<file path="src/rtl/time_set_pkg.sv">
// time_set_pkg: FSM states, field indices, range limits and calendar helpers for time_set_ctrl.
package time_set_pkg;
    typedef enum logic [1:0] {S_IDLE, S_EDIT, S_COMMIT} state_t;
    localparam logic [2:0] FLD_YEAR = 3'd0;
    localparam logic [2:0] FLD_MONT = 3'd1;
    localparam logic [2:0] FLD_DAY  = 3'd2;
    localparam logic [2:0] FLD_HOUR = 3'd3;
    localparam logic [2:0] FLD_MIN  = 3'd4;
    localparam logic [2:0] FLD_SEC  = 3'd5;
    localparam logic [2:0] FLD_NONE = 3'd7;
    localparam logic [5:0] SEC_MAX  = 6'd59;
    localparam logic [5:0] MIN_MAX  = 6'd59;
    localparam logic [4:0] HOUR_MAX = 5'd23;
    localparam logic [3:0] MONT_MAX = 4'd12;
    function automatic logic is_leap(input logic [12:0] year);
        return (year % 13'd4 == 13'd0 && year % 13'd100 != 13'd0) || year % 13'd400 == 13'd0;
    endfunction
    function automatic logic [4:0] days_in_month(input logic [3:0] mont, input logic [12:0] year);
        return mont == 4'd2 ? (is_leap(year) ? 5'd29 : 5'd28) :
               (mont == 4'd4 || mont == 4'd6 || mont == 4'd9 || mont == 4'd11) ? 5'd30 : 5'd31;
    endfunction
    function automatic logic [12:0] wrap_step(input logic [12:0] v, input logic [12:0] lo,
                                              input logic [12:0] hi, input logic up);
        return up ? (v >= hi ? lo : v + 13'd1) : (v <= lo ? hi : v - 13'd1);
    endfunction
endpackage

</file>
<file path="src/rtl/month_len.sv">
// month_len: combinational days-in-month lookup with Gregorian leap-year rule.
module month_len
    import time_set_pkg::*;
(
    input  logic [3:0]  i_mont,
    input  logic [12:0] i_year,
    output logic [4:0]  o_dim
);
    assign o_dim = days_in_month(i_mont, i_year);
endmodule

</file>
<file path="src/rtl/time_set_ctrl.sv">
// time_set_ctrl: captures live time, edits it field by field with calendar validation, strobes load on commit.
// Optional TIME_SET_TIMEOUT_EN abandons an edit after TIMEOUT button-free cycles.
module time_set_ctrl
    import time_set_pkg::*;
#(
    parameter logic [12:0] YEAR_MIN = 13'd2000,
`ifdef TIME_SET_TIMEOUT_EN
    parameter logic [7:0]  TIMEOUT  = 8'd30,
`endif
    parameter logic [12:0] YEAR_MAX = 13'd2099
)(
    input  logic        clk_1Hz,
    input  logic        rst,
    input  logic        btn_mode,
    input  logic        btn_next,
    input  logic        btn_inc,
    input  logic        btn_dec,
    input  logic [5:0]  cur_sec,
    input  logic [5:0]  cur_min,
    input  logic [4:0]  cur_hour,
    input  logic [4:0]  cur_day,
    input  logic [3:0]  cur_mont,
    input  logic [12:0] cur_year,
    output logic [5:0]  set_sec,
    output logic [5:0]  set_min,
    output logic [4:0]  set_hour,
    output logic [4:0]  set_day,
    output logic [3:0]  set_mont,
    output logic [12:0] set_year,
    output logic        load,
    output logic        editing,
    output logic [2:0]  field_sel
);
    state_t      r_state, w_state_n;
    logic [2:0]  r_fld, w_fld_n;
    logic [5:0]  w_sec_n, w_min_n;
    logic [4:0]  w_hour_n, w_day_c, w_day_n, w_dim;
    logic [3:0]  w_mont_n;
    logic [12:0] w_year_n;
    logic        w_cap, w_adj, w_up, w_timeout;
    assign w_cap = r_state == S_IDLE && btn_mode;
    assign w_adj = r_state == S_EDIT && !btn_mode && !btn_next && (btn_inc ^ btn_dec);
    assign w_up  = btn_inc;
    assign w_sec_n  = w_cap ? (cur_sec > SEC_MAX ? SEC_MAX : cur_sec) :
                      w_adj && r_fld == FLD_SEC ? 6'(wrap_step(13'(set_sec), 13'd0, 13'(SEC_MAX), w_up)) : set_sec;
    assign w_min_n  = w_cap ? (cur_min > MIN_MAX ? MIN_MAX : cur_min) :
                      w_adj && r_fld == FLD_MIN ? 6'(wrap_step(13'(set_min), 13'd0, 13'(MIN_MAX), w_up)) : set_min;
    assign w_hour_n = w_cap ? (cur_hour > HOUR_MAX ? HOUR_MAX : cur_hour) :
                      w_adj && r_fld == FLD_HOUR ? 5'(wrap_step(13'(set_hour), 13'd0, 13'(HOUR_MAX), w_up)) : set_hour;
    assign w_mont_n = w_cap ? (cur_mont == 4'd0 ? 4'd1 : cur_mont > MONT_MAX ? MONT_MAX : cur_mont) :
                      w_adj && r_fld == FLD_MONT ? 4'(wrap_step(13'(set_mont), 13'd1, 13'(MONT_MAX), w_up)) : set_mont;
    assign w_year_n = w_cap ? (cur_year < YEAR_MIN ? YEAR_MIN : cur_year > YEAR_MAX ? YEAR_MAX : cur_year) :
                      w_adj && r_fld == FLD_YEAR ? wrap_step(set_year, YEAR_MIN, YEAR_MAX, w_up) : set_year;
    // One lookup on the next-cycle date serves capture clamping, day wrap and post-change clamping
    month_len u_month_len (.i_mont(w_mont_n), .i_year(w_year_n), .o_dim(w_dim));
    assign w_day_c = w_cap ? (cur_day == 5'd0 ? 5'd1 : cur_day) :
                     w_adj && r_fld == FLD_DAY ? 5'(wrap_step(13'(set_day), 13'd1, 13'(w_dim), w_up)) : set_day;
    assign w_day_n = w_day_c > w_dim ? w_dim : w_day_c;
    assign w_fld_n = w_cap ? FLD_YEAR :
                     r_state == S_EDIT && !btn_mode && btn_next ? (r_fld == FLD_SEC ? FLD_YEAR : r_fld + 3'd1) : r_fld;
`ifdef TIME_SET_TIMEOUT_EN
    logic [7:0] r_idle;
    logic       w_any;
    assign w_any     = btn_mode | btn_next | btn_inc | btn_dec;
    assign w_timeout = r_state == S_EDIT && !w_any && r_idle + 8'd1 >= TIMEOUT;
    always_ff @(posedge clk_1Hz) begin
        if (rst || r_state != S_EDIT || w_any) r_idle <= 8'd0;
        else r_idle <= r_idle + 8'd1;
    end
`else
    assign w_timeout = 1'b0;
`endif
    always_comb begin
        w_state_n = r_state;
        if (r_state == S_IDLE && btn_mode) w_state_n = S_EDIT;
        else if (r_state == S_EDIT && btn_mode) w_state_n = S_COMMIT;
        else if (r_state == S_EDIT && w_timeout) w_state_n = S_IDLE;
        else if (r_state == S_COMMIT) w_state_n = S_IDLE;
    end
    always_ff @(posedge clk_1Hz) begin
        if (rst) begin
            r_state  <= S_IDLE;
            r_fld    <= FLD_YEAR;
            set_sec  <= 6'd0;
            set_min  <= 6'd0;
            set_hour <= 5'd0;
            set_day  <= 5'd1;
            set_mont <= 4'd1;
            set_year <= YEAR_MIN;
        end else begin
            r_state  <= w_state_n;
            r_fld    <= w_fld_n;
            set_sec  <= w_sec_n;
            set_min  <= w_min_n;
            set_hour <= w_hour_n;
            set_day  <= w_day_n;
            set_mont <= w_mont_n;
            set_year <= w_year_n;
        end
    end
    assign load      = r_state == S_COMMIT;
    assign editing   = r_state == S_EDIT;
    assign field_sel = editing ? r_fld : FLD_NONE;
endmodule

</file>
<file path="config.mk">
export PLATFORM = sky130hd
export DESIGN_NAME = time_set_ctrl
export DESIGN_NICKNAME = d
export VERILOG_FILES = /design/src/rtl/time_set_pkg.sv /design/src/rtl/month_len.sv /design/src/rtl/time_set_ctrl.sv
export SDC_FILE = /design/constraint.sdc
export NUM_CORES = 1
export LEC_CHECK = 0
export ABC_CLOCK_PERIOD_IN_PS = 9700
export CAP_MARGIN = 10
export CORE_ASPECT_RATIO = 1.25
export CORE_MARGIN = 5
export CORE_UTILIZATION = 45
export CTS_BUF_LIST = sky130_fd_sc_hd__clkbuf_16
export DETAILED_ROUTE_END_ITERATION = 6
export PLACE_DENSITY = 0.71
export SLEW_MARGIN = 40
export SYNTH_ARGS = -nofsm -noshare
export SYNTH_HDL_FRONTEND = slang
export SYNTH_SLANG_ARGS = --single-unit
</file>
<file path="constraint.sdc">
create_clock -name clk_1Hz -period 9.7 [get_ports clk_1Hz]
set_clock_uncertainty 0.2 [all_clocks]
set_input_delay 2.425 -clock clk_1Hz [delete_from_list [all_inputs] [get_ports clk_1Hz]]
set_output_delay 2.425 -clock clk_1Hz [all_outputs]
set_load 0.1 [all_outputs]
</file>
### Word-level counts from Yosys, hierarchy flattened

Cells that the tools add are included.

* register bits after elaboration: 44
* output and inout port bits: 44
* word-level logic and storage cells: 135
* bits of input ports: 45

* div/mod/pow operators: 2
* magnitude comparators: 19
* reductions and logical operators: 32
* bitwise logic cells: 1
* equality and inequality tests: 12
* multiplexer cells: 47
* add/subtract/negate cells: 13

Operator list (count)
* $mux W13: 7
* $mux W6: 12
* $mux W5: 14
* $mux W4: 7
* $logic_not A13 Y1: 2
* $add A13 B1 Y13 const B: 1
* $ge A13 B12 Y1 const B: 1
* $gt A13 B12 Y1 const B: 1
* $le A13 B11 Y1 const B: 1
* $logic_and A1 B1 Y1: 13
* $lt A13 B11 Y1 const B: 1
* $mod A13 B7 Y13 const B: 1
* $mod A13 B9 Y13 const B: 1
* $reduce_bool A13 Y1: 1
* $sub A13 B1 Y13 const B: 1
* $add A6 B1 Y6 const B: 2
* $ge A6 B6 Y1 const B: 2
* $gt A6 B6 Y1 const B: 2
* $le A6 B1 Y1 const B: 2
* $sub A6 B1 Y6 const B: 2
* $add A5 B1 Y5 const B: 2
* $le A5 B1 Y1 const B: 2
* $sub A5 B1 Y5 const B: 2
* $eq A4 B3 Y1 const B: 2
* 30 further kinds: 44

### Depth between registers and ports, before layout

Gate-level depths: netlist (run 1).

* word-level depth: 20
* mapped depth: 39
* gate-level depth less buffers: 39

### Cells and area by module

A second synthesis (run 1) with hierarchy kept.

* cell total of the unflattened synthesis: 834
* area total of the unflattened synthesis: 5960.7 um2

Modules (own cells, without submodules)
* time_set_ctrl: cells each 618, times used 1, area each 4440.5 um2
* month_len: cells each 216, times used 1, area each 1520.2 um2

### Worst setup path before layout (run 1)

No wires, ideal clock.

* path type: input to register
* from: in btn_mode
* to: reg set_day[0]
* library setup time: 0.127 ns
* data arrival time: 9.998 ns
* path slack: -0.626 ns
* cell stages on the path: 36
* cells stage by stage: nor4b_2 -> and3_1 -> nor3_1 -> a211oi_1 -> a21oi_1 -> and3_1 -> o32a_1 -> a41o_1 -> o21a_4 -> a211o_4 -> o21ai_4 -> xnor2_1 -> nand3_1 -> a21o_1 -> and2_1 -> o41ai_2 -> mux2_1 -> a211oi_2 -> o21ai_1 -> ha_1 -> inv_1 -> a21boi_0 -> o21ai_0 -> o21ai_0 -> inv_1 -> nand3_1 -> o21ai_0 -> nor3_1 -> inv_1 -> o31a_1 -> ha_1 -> nand2_1 -> o21ai_0 -> or4_1 -> a221oi_1 -> o21ai_1

* longest elaborated chain between the ends: 20

Ends and longest elaborated chain
* start: declaration: RTL line time_set_ctrl.sv:14 `input logic btn_mode,`
* $logic_not A1 Y1: RTL line time_set_ctrl.sv:42 `assign w_adj = r_state == S_EDIT && !btn_mode && !btn_next && (btn_inc ^ btn_dec);`
* $logic_and A1 B1 Y1 (3 in series): RTL line time_set_ctrl.sv:42
* $logic_and A1 B1 Y1 (on tied branches): RTL line time_set_ctrl.sv:53, time_set_ctrl.sv:51
* $mux W13 / $mux W4 (equally long branches): RTL line time_set_ctrl.sv:53, time_set_ctrl.sv:51
* $mux W13 / $mux W4 (equally long branches): RTL line time_set_ctrl.sv:52, time_set_ctrl.sv:50
* $mod A13 B7 Y13 / $eq A4 B3 Y1 (equally long branches): RTL line time_set_pkg.sv:16, time_set_pkg.sv:20
* $reduce_bool A13 Y1 / $logic_or A1 B1 Y1 (equally long branches): RTL line time_set_pkg.sv:16, time_set_pkg.sv:20
* $logic_and A1 B1 Y1 / $logic_or A1 B1 Y1 (equally long branches): RTL line time_set_pkg.sv:16, time_set_pkg.sv:20
* $logic_or A1 B1 Y1 (on tied branches): RTL line time_set_pkg.sv:16, time_set_pkg.sv:20
* $mux W1 (on tied branches): RTL line time_set_pkg.sv:19, time_set_pkg.sv:20
* $mux W5: RTL line time_set_pkg.sv:19 `return mont == 4'd2 ? (is_leap(year) ? 5'd29 : 5'd28) :`
* $ge A5 B5 Y1: RTL line time_set_pkg.sv:24 `return up ? (v >= hi ? lo : v + 13'd1) : (v <= lo ? hi : v - 13'd1);`
* $mux W5 (2 in series): RTL line time_set_pkg.sv:24
* $mux W5: RTL line time_set_ctrl.sv:57 `w_adj && r_fld == FLD_DAY ? 5'(wrap_step(13'(set_day), 13'd1, 13'(w_dim), w_up)) : set_day;`
* $mux W5: RTL line time_set_ctrl.sv:56 `assign w_day_c = w_cap ? (cur_day == 5'd0 ? 5'd1 : cur_day) :`
* $gt A5 B5 Y1: RTL line time_set_ctrl.sv:58 `assign w_day_n = w_day_c > w_dim ? w_dim : w_day_c;`
* $mux W5 (*): RTL line time_set_ctrl.sv:58
* end signal: assignment: RTL line time_set_ctrl.sv:96 `set_day <= w_day_n;`
* end: declaration: RTL line time_set_ctrl.sv:27 `output logic [4:0] set_day,`

Mark *: on every way between the ends. The rest lies on a longest branch, timed or not.
A chain may end at the register's enable or synchronous reset.

### Worst setup path after layout (run 1)

* from: in btn_inc
* to: reg set_day[0]

* longest elaborated chain between the ends: 18

Ends and longest elaborated chain
* start: declaration: RTL line time_set_ctrl.sv:16 `input logic btn_inc,`
* $xor A1 B1 Y1: RTL line time_set_ctrl.sv:42
* $logic_and A1 B1 Y1: RTL line time_set_ctrl.sv:42
* $logic_and A1 B1 Y1 (on tied branches): RTL line time_set_ctrl.sv:53, time_set_ctrl.sv:51
* $mux W13 / $mux W4 (equally long branches): RTL line time_set_ctrl.sv:53, time_set_ctrl.sv:51
* $mux W13 / $mux W4 (equally long branches): RTL line time_set_ctrl.sv:52, time_set_ctrl.sv:50
* $mod A13 B7 Y13 / $eq A4 B3 Y1 (equally long branches): RTL line time_set_pkg.sv:16, time_set_pkg.sv:20
* $reduce_bool A13 Y1 / $logic_or A1 B1 Y1 (equally long branches): RTL line time_set_pkg.sv:16, time_set_pkg.sv:20
* $logic_and A1 B1 Y1 / $logic_or A1 B1 Y1 (equally long branches): RTL line time_set_pkg.sv:16, time_set_pkg.sv:20
* $logic_or A1 B1 Y1 (on tied branches): RTL line time_set_pkg.sv:16, time_set_pkg.sv:20
* $mux W1 (on tied branches): RTL line time_set_pkg.sv:19, time_set_pkg.sv:20
* $mux W5: RTL line time_set_pkg.sv:19
* $ge A5 B5 Y1: RTL line time_set_pkg.sv:24
* $mux W5 (2 in series): RTL line time_set_pkg.sv:24
* $mux W5: RTL line time_set_ctrl.sv:57
* $mux W5: RTL line time_set_ctrl.sv:56
* $gt A5 B5 Y1: RTL line time_set_ctrl.sv:58
* $mux W5 (*): RTL line time_set_ctrl.sv:58

Marks and branches as above.

==> results of run 1 <==
[report_power, final]
group | switching (mW) | leakage [nW] | internal, mW
combinational | 0.511 | 2.91 | 0.404
sequential | 0.0388 | 0.361 | 0.195
clock | 0.0805 | 0.0840 | 0.123
total | 0.630 | 3.36 | 0.721
[final cells by class]
type / count / area share [%]
Clock buffer: 5 / 1.49
Timing Repair Buffer: 240 / 22.8
Multi-Input combinational cell: 684 / 60.8
Inverter: 30 / 1.34
Sequential cell: 44 / 10.5
Clock inverter: 3 / 0.566
Tap cell: 168 / 2.50
[worst paths after layout]
path | start | end | slack, ps | cells past startpoint
min reg2reg | r_state[0]$_SDFFE_PP0P_ | r_state[1]$_SDFFE_PP0P_ | 400 | 1
max reg2reg | set_year[6]$_SDFF_PP1_ | set_day[0]$_SDFF_PP1_ | 540 | 41
min | r_state[0]$_SDFFE_PP0P_ | r_state[1]$_SDFFE_PP0P_ | 400 | 1
max | btn_inc | set_day[0]$_SDFF_PP1_ | -440 | 41
[synth_stat cells (6+ instances only)]
master    instances  area share (%)
nor2_1           92             6.1
a21oi_1          63             5.6
nand2_1          61             4.0
o21ai_0          52             4.6
dfxtp_1          44              16
nand3_1          37             3.3
clkbuf_1         35             2.3
inv_1            29             1.9
nor3_1           27             2.4
ha_1             22             4.9
a211oi_1         18             2.4
a31oi_1          17             1.9
and3_1           14             1.5
nand2b_1         14             1.5
o22ai_1          14             1.5
and2_1           11             1.2
nor2b_1          11             1.2
a21o_1           10             1.3
a221oi_1         10             1.5
mux2i_1          10             1.8
or3_1            10             1.1
xor2_1           10             1.5
nand4_1           9            0.99
o21ai_1           9            0.79
or2_2             9            0.99
buf_2             7            0.62
nor4_1            7            0.77
o211ai_1          7            0.93
xnor2_1           7             1.1
a211o_1           6            0.93
buf_1             6            0.40
[through the flow]
step / cells / TNS, ps / hold WS, ps / area, um^2
floorplan: 808 / -317 / 315 / 5800
global placement: 1122 / -1910 / 361 / 7520
detailed placement: 1122 / -2970 / 385 / 7310
CTS: 1153 / -687 / 395 / 7870
global route: 1174 / -1520 / 419 / 8400
finish: 1174 / -805 / 398 / 8400
[critical path: cells and delay by family]
family / cells / cell delay (ps)
simple gates: 7 / 1580
compound gates: 22 / 4200
fa+ha+maj: 2 / 540
mux: 2 / 520
buf+inv: 8 / 830
[registers in the layout (all words and copies together), names as in the netlist]
| name | flops |
|---|---|
| r_fld | 3 |
| r_state | 2 |
| set_day | 5 |
| set_hour | 5 |
| set_min | 6 |
| set_mont | 4 |
| set_sec | 6 |
| set_year | 13 |
[timing repair]
item	CTS	global route
pin swaps	45	57
hold endpoints to repair	0	0
endpoints found under the setup margin	2	3
resized for setup	58	69
setup buffers	23	22
[metal layers]
metal | routed length, um | part of all wire, % | GRT usage [%] | vias to the layer above
met4 | 956 | 4.2 | 12.6 | 0
li1 | - | - | - | 3455
met5 | 0 | 0 | 0 | -
met2 | 11300 | 50 | 49.2 | 356
met1 | 8930 | 40 | 32.3 | 3473
met3 | 1360 | 6.0 | 4.24 | 87
[layout by cell type, fill, tap and decap left out, drive strengths merged, types with 10 or more instances in the layout]
cell type	n
nor2b	11
a21o	10
and3	14
clkdlybuf4s50	40
ha	22
nand2	61
nand2b	14
a221oi	10
xor2	10
a31oi	19
dfxtp	44
and2	12
o22ai	14
a21oi	64
mux2i	10
nor3	28
buf	200
nand3	38
nor2	92
o21ai	66
inv	29
a211oi	23
or3	11
[cell families (layout without fill, tap and decap cells)]
family	after synthesis	count (layout)	share of synthesized area [%]
fa+ha+maj	23	23	5.03
flops	44	44	15.5
simple gates	332	332	30.3
xor+xnor	18	18	2.91
mux	15	15	2.76
buf+inv	80	278	5.71
compound gates	296	296	37.8
==> results.py, run 1 <==
metrics = {
    "worst_setup_path": {
        "critPathCaptureType": "flop",
        "crit_fanout": 9,
        "cpPeakStageDelay_ps": 550,
        "cp_slowest_cell": "or4_4",
        "cp.arrival_ps": 10120,
        "worstPathRequired_ps": 9680,
        "critPathKind": "primary input to flop",
        "startpoint_type": "primary input",
    },
    "global_routing": {
        "antenna_found_initial": 0,
        "grt_util_all_layers_pct": 27.5,
        "grt-ovfl-total": 0,
        "grt_start_max_net_pins": 46,
        "grt_pass1_wl_um": 34800,
        "grt_pass1_vias": 7082,
    },
    "floorplan": {
        "die_x_um": 110,
        "die_h_um": 136,
        "rows": 46,
        "initial_core_util_pct": 45.2,
        "ios": 89,
        "die_area_mm2": 0.0150,
        "coreArea_mm2": 0.0125,
    },
    "sta": {
        "max_slew.worst_pin.slew_ps": 744,
        "final-max-slew-violation-count": 0,
        "timing.fmax_mhz": 98.7,
        "setup_ws_ps": -436,
        "hold_viol": 0,
        "period_minus_slack_ps": 10140,
        "relSlewSlack_pct": 50.0,
        "grt_setup_unrepaired": "true",
        "min_period_over_period_pct": 104,
        "setup_violations": 2,
    },
    "cts": {
        "clock_path_buffers": 2,
        "tritoncts": "yes",
        "htree_levels": 2,
        "clk_latency_ps": 300,
        "cts_hold_buf": 0,
        "cts.sinks": 44,
        "cts_buffers": 5,
        "clockRootBuffer": "clkbuf_16",
        "path_clk_slew_ps": 70,
    },
    "logic_synthesis": {
        "synth-seq-cells": 44,
        "ys_types": 96,
        "postSynthCellCount": 808,
        "synth_area_mm2": 0.00568,
        "yosysWarnings": 0,
        "ys.flop_type": "dfxtp_1",
        "synth_seq_area_share_pct": 15.5,
        "synth_area_per_cell_um2": 7.02,
        "synth_edf_count": 0,
        "synth-async-reset-ratio_pct": 0,
        "synth_fp_nets": 875,
    },
    "placed_design": {
        "dp_slack_ps": -1300,
        "hpwl_um": 16000,
        "io_buffers": 88,
        "gp_congestion": 0.999,
    },
    "power": {
        "leakage_nw": 3.36,
        "powerDensity_mw_per_mm2": 161,
        "ir_drop_v": 0.000114,
        "power.total_mw": 1.35,
    },
    "finish": {
        "ff_latch_area_um2": 881,
        "final_nets": 1072,
        "diodes": 0,
        "drive_gt1_share_pct": 33.5,
        "finish.utilization_pct": 67.0,
        "multiInputGateArea_mm2": 0.00511,
        "synthToLayoutAreaGrowth_pct": 48.0,
        "nFillCells": 1095,
    },
    "route": {
        "ant_nets": 0,
        "wirelength_um": 22600,
        "drtIter0Drc": 589,
        "wl_per_cell_um": 19.2,
        "drt_first_pass_iters": 6,
        "vias": 7371,
        "viasPerCell": 6.28,
        "drc": 0,
    },
    "worst_hold_path": {
        "hp-class": "flop to flop",
    },
    "flow_run": {
        "cap_violations": 0,
    },
    "outcome": {
        "failed_checks": "negative setup slack",
        "status": "finished, violations left",
    },
}
No activity file was read; power rests on OpenSTA's default activity.
==> run 2, diff against run 1 <==
Settings changed: CTS_CLUSTER_DIAMETER set to 150.
==> results of run 2 <==
Final layout, timing and power as in run 1 (identical DEF).
